`config.mk`:
```
export PLATFORM = sky130hd
export DESIGN_NAME = hier_node_ctrl
export DESIGN_NICKNAME = d
export VERILOG_FILES = /design/src/rtl/hier_node_ctrl.sv
export SDC_FILE = /design/constraint.sdc
export NUM_CORES = 1
export LEC_CHECK = 0
export ABC_CLOCK_PERIOD_IN_PS = 2500
export CAP_MARGIN = 20
export CORE_UTILIZATION = 50
export DETAILED_ROUTE_END_ITERATION = 12
export PLACE_DENSITY = 0.84
export SLEW_MARGIN = 20
export SYNTH_ARGS = -nofsm -noshare
export SYNTH_HDL_FRONTEND = slang
export SYNTH_SLANG_ARGS = --single-unit
```
`constraint.sdc`:
```
create_clock -name clk -period 2.5 [get_ports clk]
set_input_delay 0.25 -clock clk [delete_from_list [all_inputs] [get_ports clk]]
set_output_delay 0.25 -clock clk [all_outputs]
set_load 0.05 [all_outputs]
```
`src/rtl/hier_node_ctrl.sv`:
```
// -----------------------------------------------------------------------------
// hier_node_ctrl
//
// Hierarchy node controller. It accepts one command from the parent and
// broadcasts the latched payload to a selected subset of children. Each
// selected child gets its own valid/ready handshake. The node then collects
// one completion pulse, with an error flag, from each selected child. A single
// aggregated response goes back upstream. A completion timeout is optional
// (TIMEOUT_CYCLES = 0 disables it).
//
// Ports:
//   clk            single clock, rising edge
//   rst_n          synchronous active-low reset
//   req_valid      parent command valid
//   req_ready      node can accept a command (IDLE only)
//   req_data       command payload
//   req_mask       children selected for this command
//   child_valid    per-child command valid (pending issues while ACTIVE)
//   child_ready    per-child command accept
//   child_data     latched payload, broadcast to all children
//   child_done     per-child one-cycle completion pulse
//   child_err      per-child error flag, sampled only with child_done
//   rsp_valid      aggregated response valid (RESP)
//   rsp_ready      parent accepts response
//   rsp_err_mask   children that reported an error with their done
//   rsp_pend_mask  selected children that never completed (timeout only)
//   rsp_timeout    response was caused by the timeout
// -----------------------------------------------------------------------------
module hier_node_ctrl #(
  parameter int NUM_CHILDREN   = 5,
  parameter int DATA_W         = 8,
  parameter int TIMEOUT_CYCLES = 255,
  parameter int CNT_W          = $clog2(TIMEOUT_CYCLES + 1)
) (
  input  logic                    clk,
  input  logic                    rst_n,
  input  logic                    req_valid,
  output logic                    req_ready,
  input  logic [DATA_W-1:0]       req_data,
  input  logic [NUM_CHILDREN-1:0] req_mask,
  output logic [NUM_CHILDREN-1:0] child_valid,
  input  logic [NUM_CHILDREN-1:0] child_ready,
  output logic [DATA_W-1:0]       child_data,
  input  logic [NUM_CHILDREN-1:0] child_done,
  input  logic [NUM_CHILDREN-1:0] child_err,
  output logic                    rsp_valid,
  input  logic                    rsp_ready,
  output logic [NUM_CHILDREN-1:0] rsp_err_mask,
  output logic [NUM_CHILDREN-1:0] rsp_pend_mask,
  output logic                    rsp_timeout
);

  // The counter needs at least one bit even when the timeout is disabled.
  localparam int CW = (CNT_W < 1) ? 1 : CNT_W;
  localparam bit TO_EN = (TIMEOUT_CYCLES > 0);
  localparam logic [CW-1:0] CNT_LAST = TO_EN ? CW'(TIMEOUT_CYCLES - 1) : '0;

  typedef enum logic [1:0] {
    IDLE   = 2'd0,
    ACTIVE = 2'd1,
    RESP   = 2'd2
  } state_e;

  state_e                  state_q, state_d;
  logic [NUM_CHILDREN-1:0] issue_q, issue_d;   // children not yet handshaken
  logic [NUM_CHILDREN-1:0] done_q, done_d;     // children not yet completed
  logic [NUM_CHILDREN-1:0] err_q, err_d;
  logic [NUM_CHILDREN-1:0] pend_q, pend_d;     // snapshot of done_q on timeout
  logic                    to_q, to_d;
  logic [CW-1:0]           cnt_q, cnt_d;
  logic [DATA_W-1:0]       data_q, data_d;
  // Cleared by reset and set on the first edge out of reset. This keeps
  // req_ready low while reset is held, even though the state is already IDLE.
  logic                    en_q;

  logic [NUM_CHILDREN-1:0] accepted;
  logic [NUM_CHILDREN-1:0] done_hit;

  // A child is eligible to complete once it has handshaken, including in
  // the same cycle as its done pulse.
  assign accepted = ~issue_q | child_ready;
  assign done_hit = child_done & done_q & accepted;

  always_ff @(posedge clk) begin
    if (!rst_n) begin
      state_q <= IDLE;
      issue_q <= '0;
      done_q  <= '0;
      err_q   <= '0;
      pend_q  <= '0;
      to_q    <= 1'b0;
      cnt_q   <= '0;
      data_q  <= '0;
      en_q    <= 1'b0;
    end else begin
      state_q <= state_d;
      issue_q <= issue_d;
      done_q  <= done_d;
      err_q   <= err_d;
      pend_q  <= pend_d;
      to_q    <= to_d;
      cnt_q   <= cnt_d;
      data_q  <= data_d;
      en_q    <= 1'b1;
    end
  end

  always_comb begin
    state_d = state_q;
    issue_d = issue_q;
    done_d  = done_q;
    err_d   = err_q;
    pend_d  = pend_q;
    to_d    = to_q;
    cnt_d   = cnt_q;
    data_d  = data_q;

    unique case (state_q)
      IDLE: begin
        if (req_valid && req_ready) begin
          data_d  = req_data;
          issue_d = req_mask;
          done_d  = req_mask;
          err_d   = '0;
          pend_d  = '0;
          to_d    = 1'b0;
          cnt_d   = '0;
          state_d = (req_mask == '0) ? RESP : ACTIVE;
        end
      end

      ACTIVE: begin
        issue_d = issue_q & ~child_ready;
        done_d  = done_q & ~done_hit;
        err_d   = err_q | (done_hit & child_err);
        if (TO_EN) cnt_d = cnt_q + CW'(1);
        // Completion takes priority over a timeout in the same cycle.
        if (done_d == '0) begin
          state_d = RESP;
        end else if (TO_EN && (cnt_q == CNT_LAST)) begin
          state_d = RESP;
          to_d    = 1'b1;
          pend_d  = done_d;
          issue_d = '0;
        end
      end

      RESP: begin
        if (rsp_ready) state_d = IDLE;
      end

      default: state_d = IDLE;
    endcase
  end

  assign req_ready     = en_q && (state_q == IDLE);
  assign child_valid   = (state_q == ACTIVE) ? issue_q : '0;
  assign child_data    = data_q;
  assign rsp_valid     = (state_q == RESP);
  assign rsp_err_mask  = (state_q == RESP) ? err_q  : '0;
  assign rsp_pend_mask = (state_q == RESP) ? pend_q : '0;
  assign rsp_timeout   = (state_q == RESP) && to_q;

endmodule

```
After elaboration in Yosys (flattened, before gate mapping):

Cells that the tools add are included.

* logic and storage cells: 65
* input bits: 32
* flip-flop bits (word level): 40

* reduce and logical (&&, ||, !) cells: 11
* add/subtract/negate cells: 1
* equality and inequality tests: 8
* multiplexer cells: 26
* bitwise operators: 10

Operators with widths (count)
* $mux W5: 9
* $pmux W5 S2: 4
* $and A5 B5 Y5: 5
* $pmux W8 S2: 1
* $not A5 Y5: 3
* $logic_not A5 Y1: 2
* $mux W2: 5
* $or A5 B5 Y5: 2
* $add A8 B1 Y8 const B: 1
* $eq A8 B8 Y1 const B: 1
* $mux W8: 1
* $ne A2 B2 Y1 const B: 3
* $pmux W2 S3: 1
* $mux W1: 4
* $reduce_and A2 Y1: 2
* $reduce_and A4 Y1: 1
* $logic_and A1 B1 Y1: 3
* $ne A3 B3 Y1 const B: 1
* $reduce_and A3 Y1: 1
* $eq A2 B1 Y1 const B: 1
* $eq A2 B2 Y1 const B: 1
* $logic_not A2 Y1: 1
* $ne A2 B1 Y1 const B: 1
* $pmux W1 S2: 1
* $reduce_bool A2 Y1: 1

Logic depth before layout (Yosys ltp):

* word-level depth: 8
* depth in mapped cells: 7
* gate-level depth less buffers: 7

Least setup slack after synthesis:

OpenSTA, ideal clock, no wires.

* path kind: reg-to-output
* from: register state_q[0]
* to: output port rsp_err_mask[0]
* buffers on the path: 1
* slack: 569 ps
* data arrival time: 1681 ps
* data required time: 2250 ps
* stages on the path, launching flop included: 4
* path through: dfxtp_1 and2b_1 clkbuf_1 and2_1

* word-level cells in the longest chain between the ends: 2

Ends and longest elaborated chain
* from (decl): RTL line 64 `state_e state_q, state_d;`
* from (signal assigned): RTL line 96 `state_q <= state_d;`
* $eq A2 B2 Y1
* net rsp_valid: RTL line 46 `output logic rsp_valid,`
* $mux W5: RTL line 160 `assign rsp_err_mask = (state_q == RESP) ? err_q : '0;`
* to (decl): RTL line 48 `output logic [NUM_CHILDREN-1:0] rsp_err_mask,`

The timed path passes the listed nets, and every way through them passes these cells.

Worst setup path after layout:

* from: register state_q[1]
* to: output port rsp_err_mask[2]

* word-level cells in the longest chain between the ends: 2

Ends and longest elaborated chain (RTL line)
* $eq A2 B2 Y1: 160
* $mux W5: 160

Every way passes these cells.

==> metrics.md <==
| Metric | Value |
|---|---|
| Status | finished, final reports clean |
| Setup TNS | 0 ns |
| Post-synth EDFFs | 0 |
| # setup viols final | 0 |
| Synth top area cells | dfxtp_1 40%, nand2_1 9.7%, and2_1 6.2%, a21boi_0 3.4%, a21oi_1 2.7% |
| Reg2reg start | state_q[1] |
| Synth async-reset ratio | 0% |
| First-pass GRT wire length | 8.16 mm |
| Worst-margin pin slew | 0.618 ns |
| Rel. slew slack | 58.7% |
| Vias/cell | 5.43 |
| DR WL/cell | 13.3 µm |
| WL met3 | 332 µm |
| H-tree levels | 2 |
| Sequential fraction of the synthesis area | 39.9% |
| Fillers | 315 |
| Reg-to-Reg End | issue_q[0] |
| Total Power | 1.38 mW |
| Gr ovfl total | 0 |
| DP HPWL | 3.35 mm |
| Largest net degree at the start of global routing | 20 |
| Antenna violations before repair | 0 |
| FF+latch count, synth | 40 |
| RD Place Congestion | 0.819 |
| Hold buffer count at cts | 0 |
| Max layer used | met4 |
| Drt pass-1 iters | 4 |
| Placeable Area | 3740 µm² |
| Slew Limit Fails | 0 |
| Met2 routed WL | 2.08 mm |
| Synth warnings | 0 |
| Fin. Hold Viols | 0 |
| Syn Std Cell Area | 2010 µm² |
| Unrepaired setup endpoints after global routing | false |
| Vias in the first global route | 1,874 |
| Mapped Nets | 278 |
| Worst hold start | pend_q[1] |
| M1 WL | 2.10 mm |
| Die width | 65.4 µm |
| Crit path DAT | 2.07 ns |
| Routed Antenna Nets | 0 |
| IO buf count | 57 |
| Setup bufs post-CTS | 0 |
| Pwr per Cell Area | 518 nW/µm² |
| Max IR drop VDD | 371 µV |
| Drt drc | 0 |
| CTS Root Cell | clkbuf_8 |
| R2R Setup Slk | 0.80 ns |
| Clock buffer depth | 2 |
| TritonCTS clock tree | done |
| Critical path capture point type | output port |
| Ys flop type | dfxtp_1 |
| Yosys cell types | 40 |
| Total GRT Usage | 25.0% |
| Period utilization | 92.8% |
| Site Rows | 22 |
| DIE AREA | 4280 µm² |
| Hold Path End | pend_q[1] |
| Initial Util | 53.7% |
| Post-synth top area cell | dfxtp_1 |
| Max Cap Viol | 0 |
| Fmax | 431 MHz |
| Via count | 1,888 |
| Worst clock skew | 0.00285 ns |
| Area grow syn2layout | 32.7% |
| Critical-path maximum fanout | 12 |
| Die Y-Extent | 65.4 µm |
| # diodes | 0 |
| Share of cells above drive strength 1 | 7.67% |
| Hold crit path type | reg2reg |
| Clk_lat worst skew | 0.29 ns |
| Top Ports | 58 |
| Layout net count | 333 |
| Hold path depth | 2 |
| Clk slew on worst S/H paths | 0.07 ns |
| CP startpoint kind | register |
| Initial DRC Count | 75 |
| Mapped Cells | 244 |
| Syn avg cell area | 8.24 µm² |
| Cells on worst reg2reg path | 6 |
| CTS sink count | 40 |
| Final WL | 4.62 mm |
| Final min period | 2.32 ns |
| Leakage | 1.01 nW |
| Share of the synthesized area in the top cell type | 39.9% |
| Critical path type | reg2out |
| CTS Buf Count | 5 |
| Critical Path RT | 2.25 ns |
==> sequential cells by signal, indices dropped and copies added, names as in the netlist <==
name        cells
cnt_q           8
state_q         2
en_q            1
pend_q          5
to_q            1
child_data      8
err_q           5
done_q          5
issue_q         5
==> repair_timing <==
item / in CTS / in global routing
hold endpoints to repair: 0 / 0
gates resized for setup: 0 / 1
setup endpoints to repair: 0 / 11
==> critical path, cell delays in order, from the launching register on <==
cell and delay [ns]:
dfxtp_1 0.48, and2b_2 0.32, and2_1 0.17, clkdlybuf4s50_1 0.80
==> layout by cell type, fill, tap and decap left out, types with 3 or more instances in the layout <==
cell type | Yosys | routed
a31o_1 | 4 | 4
nor2b_1 | 6 | 6
nand2_1 | 52 | 52
o21ai_0 | 10 | 10
dfxtp_1 | 40 | 40
a21boi_1 | 3 | 3
nand3_1 | 6 | 6
a21oi_1 | 11 | 11
inv_1 | 6 | 6
a31oi_1 | 8 | 8
and2_1 | 20 | 20
buf_4 | 0 | 8
and3_1 | 5 | 5
nand2b_1 | 3 | 3
nor2_1 | 10 | 10
o21ai_1 | 6 | 6
a21boi_0 | 9 | 9
clkdlybuf4s50_1 | 0 | 53
nand4_1 | 3 | 3
clkbuf_8 | 0 | 6
==> area by class of cell <==
| type | count | area (µm²) | area share, % |
|---|---|---|---|
| repair buffers | 61 | 591 | 22.1 |
| flip-flops and latches | 40 | 801 | 30.0 |
| well taps | 48 | 60.1 | 2.25 |
| multi-input cells | 185 | 1100 | 41.3 |
| inverters | 6 | 22.5 | 0.845 |
| clock buffers | 8 | 90.1 | 3.38 |
==> synth_stat cells, drive strengths merged, types with 3 or more instances <==
master / number
and2: 20
buf: 9
a31oi: 8
and3: 5
nand3: 6
nand4: 3
nand2: 52
a21oi: 11
o21ai: 16
inv: 6
clkbuf: 4
dfxtp: 40
nand2b: 4
a31o: 4
a21boi: 14
nor2b: 6
nor2: 10
==> per-stage QoR <==
step	worst slack [ns]	hold slack [ns]	utilization (%)	std cells	instance area (µm²)
finish	0.181	0.446	71.2	348	2670
global route	0.0611	0.493	71.2	348	2670
CTS	0.0826	0.449	71.2	348	2670
global placement	0.480	0.435	68.8	340	2570
detailed placement	0.382	0.437	68.8	340	2570
floorplan	0.569	0.278	-	244	2010
==> worst max path at each step <==
stage,cells past startpoint,from,end,slack (ns)
after detailed placement,3,state_q[1],rsp_pend_mask[2],0.38
final,3,state_q[1],rsp_err_mask[2],0.18
after floorplan,3,state_q[0],rsp_err_mask[0],0.57
after CTS,3,state_q[1],rsp_err_mask[2],0.08
after global placement,3,state_q[1],rsp_err_mask[1],0.48
after global routing,3,state_q[1],rsp_pend_mask[0],0.06
==> where the power goes <==
group	switching, mW	leakage, nW	total, mW	internal, mW
logic	0.143	0.640	0.258	0.115
registers	0.0209	0.325	0.683	0.662
clock network	0.215	0.0455	0.440	0.225
==> metal layers <==
layer	track usage (%)	vias up
li1	-	947
met1	30.6	869
met2	40.3	63
met3	5.90	9
met4	13.3	0
met5	0	-
==> kinds of logic (layout without fill, tap and decap cells) <==
logic type | after synthesis | after routing | synth area share [%]
AO/OA/AOI/OAI | 62 | 62 | 21.7
adder cells (fa/ha/maj) | 2 | 2 | 1.25
buffers and inverters | 19 | 75 | 5.35
flip-flops | 40 | 40 | 39.9
multiplexers | 2 | 2 | 0.996
AND/OR/NAND/NOR | 119 | 119 | 30.9
Power figures use the tool's default switching activity.
